===== src/rtl/dpram_port_arbiter_pkg.sv =====
// Shared types and helpers for the dual-port SRAM port arbiter.
// Holds the access-sequencer state encoding and the default SRAM geometry.
package dpram_arb_pkg;

  localparam int SRAM_ADDR_W = 5;
  localparam int SRAM_DATA_W = 32;
  localparam int MAX_REQ     = 8;

  typedef enum logic [1:0] {
    IDLE = 2'd0,
    ACC  = 2'd1,
    REL  = 2'd2
  } arb_state_e;

  // The pointer starts on the last requester so requester 0 wins first.
  function automatic int rr_ptr_rst(input int num_req);
    return num_req - 1;
  endfunction

  function automatic logic [2:0] onehot_idx(input logic [MAX_REQ-1:0] oh);
    logic [2:0] idx;
    idx = 3'd0;
    for (int i = 0; i < MAX_REQ; i++) begin
      idx = idx | (oh[i] ? 3'(i) : 3'd0);
    end
    return idx;
  endfunction

endpackage


===== src/rtl/dpram_port_arbiter_rr_arbiter.sv =====
// Combinational rotate-priority arbiter: searches from ptr+1 upward,
// wrapping modulo NUM_REQ, and returns a one-hot grant.
module rr_arbiter #(
  parameter int NUM_REQ = 4,
  parameter int ID_W    = $clog2(NUM_REQ)
) (
  input  logic [NUM_REQ-1:0] req_i,
  input  logic [ID_W-1:0]    ptr_i,
  input  logic               enable_i,
  output logic [NUM_REQ-1:0] gnt_o
);

  logic            found_s;
  int              idx_int;
  logic [ID_W-1:0] idx_s;

  // First requester after the pointer wins; later ones are masked by found_s.
  always_comb begin
    gnt_o   = '0;
    found_s = 1'b0;
    idx_int = 0;
    idx_s   = '0;
    for (int i = 1; i <= NUM_REQ; i++) begin
      idx_int       = (int'(ptr_i) + i) % NUM_REQ;
      idx_s         = ID_W'(idx_int);
      gnt_o[idx_s]  = gnt_o[idx_s] | (enable_i & req_i[idx_s] & ~found_s);
      found_s       = found_s | (enable_i & req_i[idx_s]);
    end
  end

endmodule


===== src/rtl/dpram_port_arbiter.sv =====
// Round-robin arbiter and CEB/WEB/OEB strobe sequencer sharing one SRAM
// macro port between NUM_REQ requesters; reads return on a tagged channel.
module dpram_port_arbiter
  import dpram_arb_pkg::*;
#(
  parameter int NUM_REQ = 4,
  parameter int ADDR_W  = SRAM_ADDR_W,
  parameter int DATA_W  = SRAM_DATA_W,
  parameter int ID_W    = $clog2(NUM_REQ)
) (
  input  logic                      clk_i,
  input  logic                      rst_i,
  input  logic [NUM_REQ-1:0]        req_valid_i,
  input  logic [NUM_REQ-1:0]        req_we_i,
  input  logic [NUM_REQ*ADDR_W-1:0] req_addr_i,
  input  logic [NUM_REQ*DATA_W-1:0] req_wdata_i,
  output logic [NUM_REQ-1:0]        req_ready_o,
  output logic                      rsp_valid_o,
  output logic [ID_W-1:0]           rsp_id_o,
  output logic [DATA_W-1:0]         rsp_rdata_o,
  output logic                      busy_o,
  output logic [ADDR_W-1:0]         ram_a_o,
  output logic [DATA_W-1:0]         ram_i_o,
  input  logic [DATA_W-1:0]         ram_o_i,
  output logic                      ram_ceb_o,
  output logic                      ram_web_o,
  output logic                      ram_oeb_o
);

  localparam logic [ID_W-1:0] PTR_RST = ID_W'(rr_ptr_rst(NUM_REQ));

  arb_state_e          state_q, state_d;
  logic [ID_W-1:0]     ptr_q, ptr_d;
  logic [ADDR_W-1:0]   addr_q, addr_d;
  logic [DATA_W-1:0]   wdata_q, wdata_d;
  logic                we_q, we_d;
  logic                ceb_q, ceb_d;
  logic                web_q, web_d;
  logic                oeb_q, oeb_d;
  logic                busy_q, busy_d;
  logic                rsp_valid_q, rsp_valid_d;
  logic [ID_W-1:0]     rsp_id_q, rsp_id_d;
  logic [DATA_W-1:0]   rsp_rdata_q, rsp_rdata_d;

  logic [NUM_REQ-1:0]  gnt_s;
  logic                hs_s;
  logic [ID_W-1:0]     winner_s;

  rr_arbiter #(
    .NUM_REQ (NUM_REQ),
    .ID_W    (ID_W)
  ) u_rr_arbiter (
    .req_i    (req_valid_i),
    .ptr_i    (ptr_q),
    .enable_i (state_q == IDLE),
    .gnt_o    (gnt_s)
  );

  assign hs_s     = |gnt_s;
  assign winner_s = ID_W'(onehot_idx(MAX_REQ'(gnt_s)));

  // Next-state and strobe sequencing; strobes are registered so the macro
  // sees glitch-free CEB/WEB/OEB, and the ACC->REL edge is the CEB rise.
  always_comb begin
    state_d     = state_q;
    ptr_d       = ptr_q;
    addr_d      = addr_q;
    wdata_d     = wdata_q;
    we_d        = we_q;
    ceb_d       = 1'b1;
    web_d       = 1'b1;
    oeb_d       = 1'b1;
    rsp_valid_d = 1'b0;
    rsp_id_d    = rsp_id_q;
    rsp_rdata_d = rsp_rdata_q;
    case (state_q)
      IDLE: begin
        if (hs_s) begin
          state_d = ACC;
          ptr_d   = winner_s;
          addr_d  = req_addr_i[winner_s*ADDR_W +: ADDR_W];
          wdata_d = req_wdata_i[winner_s*DATA_W +: DATA_W];
          we_d    = req_we_i[winner_s];
          ceb_d   = 1'b0;
          web_d   = ~req_we_i[winner_s];
          oeb_d   = req_we_i[winner_s];
        end else begin
          state_d = IDLE;
        end
      end
      ACC: begin
        state_d = REL;
        oeb_d   = oeb_q;
      end
      REL: begin
        state_d     = IDLE;
        rsp_valid_d = ~we_q;
        rsp_id_d    = we_q ? rsp_id_q : ptr_q;
        rsp_rdata_d = we_q ? rsp_rdata_q : ram_o_i;
      end
      default: begin
        state_d = IDLE;
      end
    endcase
    busy_d = (state_d != IDLE);
  end

  // State and output registers; reset parks every strobe inactive.
  always_ff @(posedge clk_i or posedge rst_i) begin
    if (rst_i) begin
      state_q     <= IDLE;
      ptr_q       <= PTR_RST;
      addr_q      <= '0;
      wdata_q     <= '0;
      we_q        <= 1'b0;
      ceb_q       <= 1'b1;
      web_q       <= 1'b1;
      oeb_q       <= 1'b1;
      busy_q      <= 1'b0;
      rsp_valid_q <= 1'b0;
      rsp_id_q    <= '0;
      rsp_rdata_q <= '0;
    end else begin
      state_q     <= state_d;
      ptr_q       <= ptr_d;
      addr_q      <= addr_d;
      wdata_q     <= wdata_d;
      we_q        <= we_d;
      ceb_q       <= ceb_d;
      web_q       <= web_d;
      oeb_q       <= oeb_d;
      busy_q      <= busy_d;
      rsp_valid_q <= rsp_valid_d;
      rsp_id_q    <= rsp_id_d;
      rsp_rdata_q <= rsp_rdata_d;
    end
  end

  assign req_ready_o = gnt_s;
  assign rsp_valid_o = rsp_valid_q;
  assign rsp_id_o    = rsp_id_q;
  assign rsp_rdata_o = rsp_rdata_q;
  assign busy_o      = busy_q;
  assign ram_a_o     = addr_q;
  assign ram_i_o     = wdata_q;
  assign ram_ceb_o   = ceb_q;
  assign ram_web_o   = web_q;
  assign ram_oeb_o   = oeb_q;

endmodule


===== config.mk =====
export PLATFORM = sky130hd
export DESIGN_NAME = dpram_port_arbiter
export DESIGN_NICKNAME = d
export VERILOG_FILES = /design/src/rtl/dpram_port_arbiter_pkg.sv /design/src/rtl/dpram_port_arbiter_rr_arbiter.sv /design/src/rtl/dpram_port_arbiter.sv
export SDC_FILE = /design/constraint.sdc
export NUM_CORES = 1
export LEC_CHECK = 0
export ABC_AREA = 0
export CAP_MARGIN = 30
export CORE_ASPECT_RATIO = 0.9
export CORE_UTILIZATION = 44
export CTS_BUF_LIST = sky130_fd_sc_hd__clkbuf_16
export CTS_CLUSTER_SIZE = 14
export DETAILED_ROUTE_END_ITERATION = 16
export GPL_TIMING_DRIVEN = 1
export HOLD_SLACK_MARGIN = 0.12
export PLACE_DENSITY = 0.87
export SLEW_MARGIN = 40
export SYNTH_ARGS = -nofsm -noshare
export SYNTH_HDL_FRONTEND = slang
export SYNTH_SLANG_ARGS = --single-unit

===== constraint.sdc =====
create_clock -name clk_i -period 8.2 [get_ports clk_i]
set_input_delay 1.23 -clock clk_i [delete_from_list [all_inputs] [get_ports clk_i]]
set_output_delay 1.23 -clock clk_i [all_outputs]
set_load 0.005 [all_outputs]

==> summary.md <==
| Metric | Value |
|---|---|
| Core Region | `11600 sq um` |
| Final setup margin | `1830 ps` |
| Tmin final | `about 6400 ps` |
| Layout cells sized above 1 | `between 10% and 20%` |
| Worst Hold Class | `reg2reg` |
| CP Capture Type | `output port` |
| Synth Area in Compound Gates | `22.0%` |
| Die Wd | `117 um` |
| Worst-Skew Late Latency | `350 ps` |
| Largest cells by area after synthesis | `dfrtp_1 (36%), nor3_1 (8.7%), mux2_2 (7.3%)` |
| Cell accounting for the most synthesized area | `dfrtp_1` |
| Setup TNS | `0 ps` |
| Yosys cell types | `68` |
| Sequential power share | `a little under a fifth` |
| YS warnings | `0` |
| Main synth FF type | `dfrtp_1` |
| Internal power | `2180 uW` |
| Seq cells post-synth | `81` |
| Worst-path clk slew | `60 ps` |
| Initial antenna violation count | `0` |
| Synth Area in Simple Gates | `20.7%` |
| Drt drc | `0` |
| Switching power | `2020 uW` |
| Nets | `988` |
| Fraction of power consumed by combinational cells | `70.6%` |
| Most common cell after layout, fill and taps aside | `clkdlybuf4s50_1` |
| Sw Share | `48.1%` |
| WP data required | `6970 ps` |
| Power Dens Cells | `around 500 nW/um^2` |
| Postcts setup bufs | `0` |
| Largest net degree at the start of global routing | `82` |
| Fin crit share | `77.7%` |
| Cell Rows | `37` |
| WS Path Type | `reg2out` |
| Area fraction of the dominant cell type after synthesis | `a little over a third` |
| Vias in the first global route | `6009` |
| Routed via count | `5737` |
| Net Count, Synth | `~750` |
| Ports | `270` |
| Max Freq | `157 MHz` |
| Largest family of logic cells by synthesized area | `compound AO/OA/AOI/OAI gates` |
| Fillers | `822` |
| EDFF count, synth | `0` |
| Setup crit start kind | `flip-flop` |
| Commonest cells after routing, fill and taps aside | `clkdlybuf4s50_1 (269), nor3_1 (92), dfrtp_1 (76)` |
| Clk root buf | `clkbuf_16` |
| Pre-antenna DRT Iters | `7` |
| Hpwl dp | `13500 um` |
| Gr ovfl total | `0` |
| CTS Hold Bufs | `0` |
| Post-CTS Resized | `0` |
| Total placed instance area | `8050 sq um` |
| Setup slack, reg-to-reg | `3100 ps` |
| Initial Util | `a little under half` |
| Num CTS Buffers | `9` |
| Pre-CTS WS | `2160 ps` |
| Crit path arrival time | `5140 ps` |
| Post-synthesis sequential area ratio | `38.5%` |
| Multi-input gate area | `between 2000 and 3000 sq um` |
| Routability cong. | `0.914` |
| Layout Area Growth over Synthesis | `59.0%` |
| Final instance area | `8390 sq um` |
| Leakage power | `about 0.0032 uW` |
| Cells after synthesis | `554` |
| Status | `completed` |
| Slew HR | `49.9%` |
| End point of the critical path | `req_ready_o[1]` |
| FFs w/ async S/R, synth | `100%` |
| CP Launch Point | `ptr_q[0]` |
| Synth Area in XOR/XNOR | `0%` |
| Worst slew pin tran | `752 ps` |
| Wirelength per Cell | `20.0 um` |
| Mux contribution to synthesized area | `9.48%` |
| CTS tree | `yes` |
| Max Root-Sink Buffers | `2` |
| Final WL | `19100 um` |
| Reg-to-Reg Start | `ptr_q[0]` |
| H-tree levels | `3` |
| Sequential Area | `2030 sq um` |
| Final hold vios | `0` |
| Adder-cell share of the synthesized area | `0.948%` |
| PortBufs | `269` |
| Die H | `106 um` |
| Final setup violation count | `0` |
| Detailed Route Iter0 Violations | `424` |
| First-pass GRT wire length | `30500 um` |
| CTS sink cnt | `81` |
| ANT cells | `0` |
| MaxCap Viol Count | `0` |
| Worst reg2reg path endpoint | `ram_a_o[2]` |
| Die area | `12400 sq um` |
| Max-slew violations | `0` |
| Avg Inst Size Synth | `9.53 sq um` |
| Setup Skew | `4.91 ps` |
| Mapped cell area | `5280 sq um` |
| Vias/cell | `6.01` |
| GRT Total Usage | `between 30% and 40%` |
| VDD IR max | `roughly 0.46 mV` |
| Clock power share | `a little over a tenth` |
| Critical-path maximum fanout | `40` |
| R2R cell count | `12` |
| RSZ-0062 raised after global routing | `no` |
| Routed Antenna Nets | `0` |
| Hold path startpoint | `rsp_rdata_o[24]` |
-- Yosys cell counts (3+ instances only) --
cell type   n
buf_2      20
a2111oi_2  21
nand3_1     6
inv_1      50
clkbuf_1   21
nand2b_1    3
a2111oi_0  19
mux2_2     34
buf_6       3
ha_1        4
or3b_1      4
nor2_1     46
dfstp_2     5
o21ai_0     6
nor3_2     19
nand2_1     6
dfrtp_1    76
a21o_1      3
a21oi_1     4
nor3_1     92
nor3b_1     4
mux2i_1     8
o22ai_1    42
-- registers in the layout (all words and copies together), names as in the netlist, 2 cells and up --
signal,flops
ptr_q,2
state_q,2
rsp_rdata_o,32
ram_i_o,32
rsp_id_o,2
ram_a_o,5
-- worst min path at each step --
stage | end | cells after the start
3_5_place_dp | rsp_rdata_o[24] | 1
5_1_grt | rsp_rdata_o[9] | 1
2_1_floorplan | rsp_rdata_o[22] | 1
4_1_cts | rsp_rdata_o[24] | 1
3_3_place_gp | rsp_rdata_o[23] | 1
6_report | rsp_rdata_o[24] | 1
-- layout make-up --
class                      instances  area share [%]
clock buffer                       9            2.68
multi-input combinational        374            34.3
clock inverter                     7            1.21
tap                              156            2.33
sequential                        81            24.2
inverter                          51            2.33
timing repair buffer             277            32.9
-- power groups by stage --
| stage | Sequential [uW] | Combinational, uW | Clock [uW] |
|---|---|---|---|
| 4_1_cts | 789 | 2950 | 453 |
| 3_3_place_gp | 776 | 2780 | 0 |
| 5_1_grt | 814 | 3210 | 466 |
| 3_5_place_dp | 793 | 2930 | 0 |
| 6_report | 788 | 2970 | 446 |
| 2_1_floorplan | 762 | 1950 | 0 |
-- cells by family after synthesis --
family                   count (synthesis)
AO/OA/AOI/OAI                          128
adder cells (fa/ha/maj)                  4
buffers and inverters                   99
flip-flops                              81
multiplexers                            44
AND/OR/NAND/NOR                        198
-- critical path: stages, from the launching register on --
cell	delay [ps]
dfstp_2	860
inv_1	260
ha_1	480
or3b_1	440
o22a_1	280
mux2i_1	220
a221o_1	520
and3_4	270
o31a_2	390
inv_4	430
clkdlybuf4s50_1	620
-- metrics by stage --
step | total power, uW | hold WS (ps) | instances | utilization, %
after detailed placement | 3720 | 494 | 939 | 69.6
after CTS | 4190 | 508 | 955 | 72.4
after floorplan | 2710 | 505 | 554 | -
after global routing | 4490 | 523 | 955 | 72.5
final | 4200 | 507 | 955 | 72.5
after global placement | 3550 | 488 | 938 | 69.3
-- layer usage --
metal  global-route usage (%)  routed length [um]  up-vias
li1                         -                   -     2563
met1                     33.6                6950     2749
met2                     55.6                9730      343
met3                     9.87                1630       82
met4                     15.9                 839        0
met5                        0                   0        -
Power figures use the tool's default switching activity.
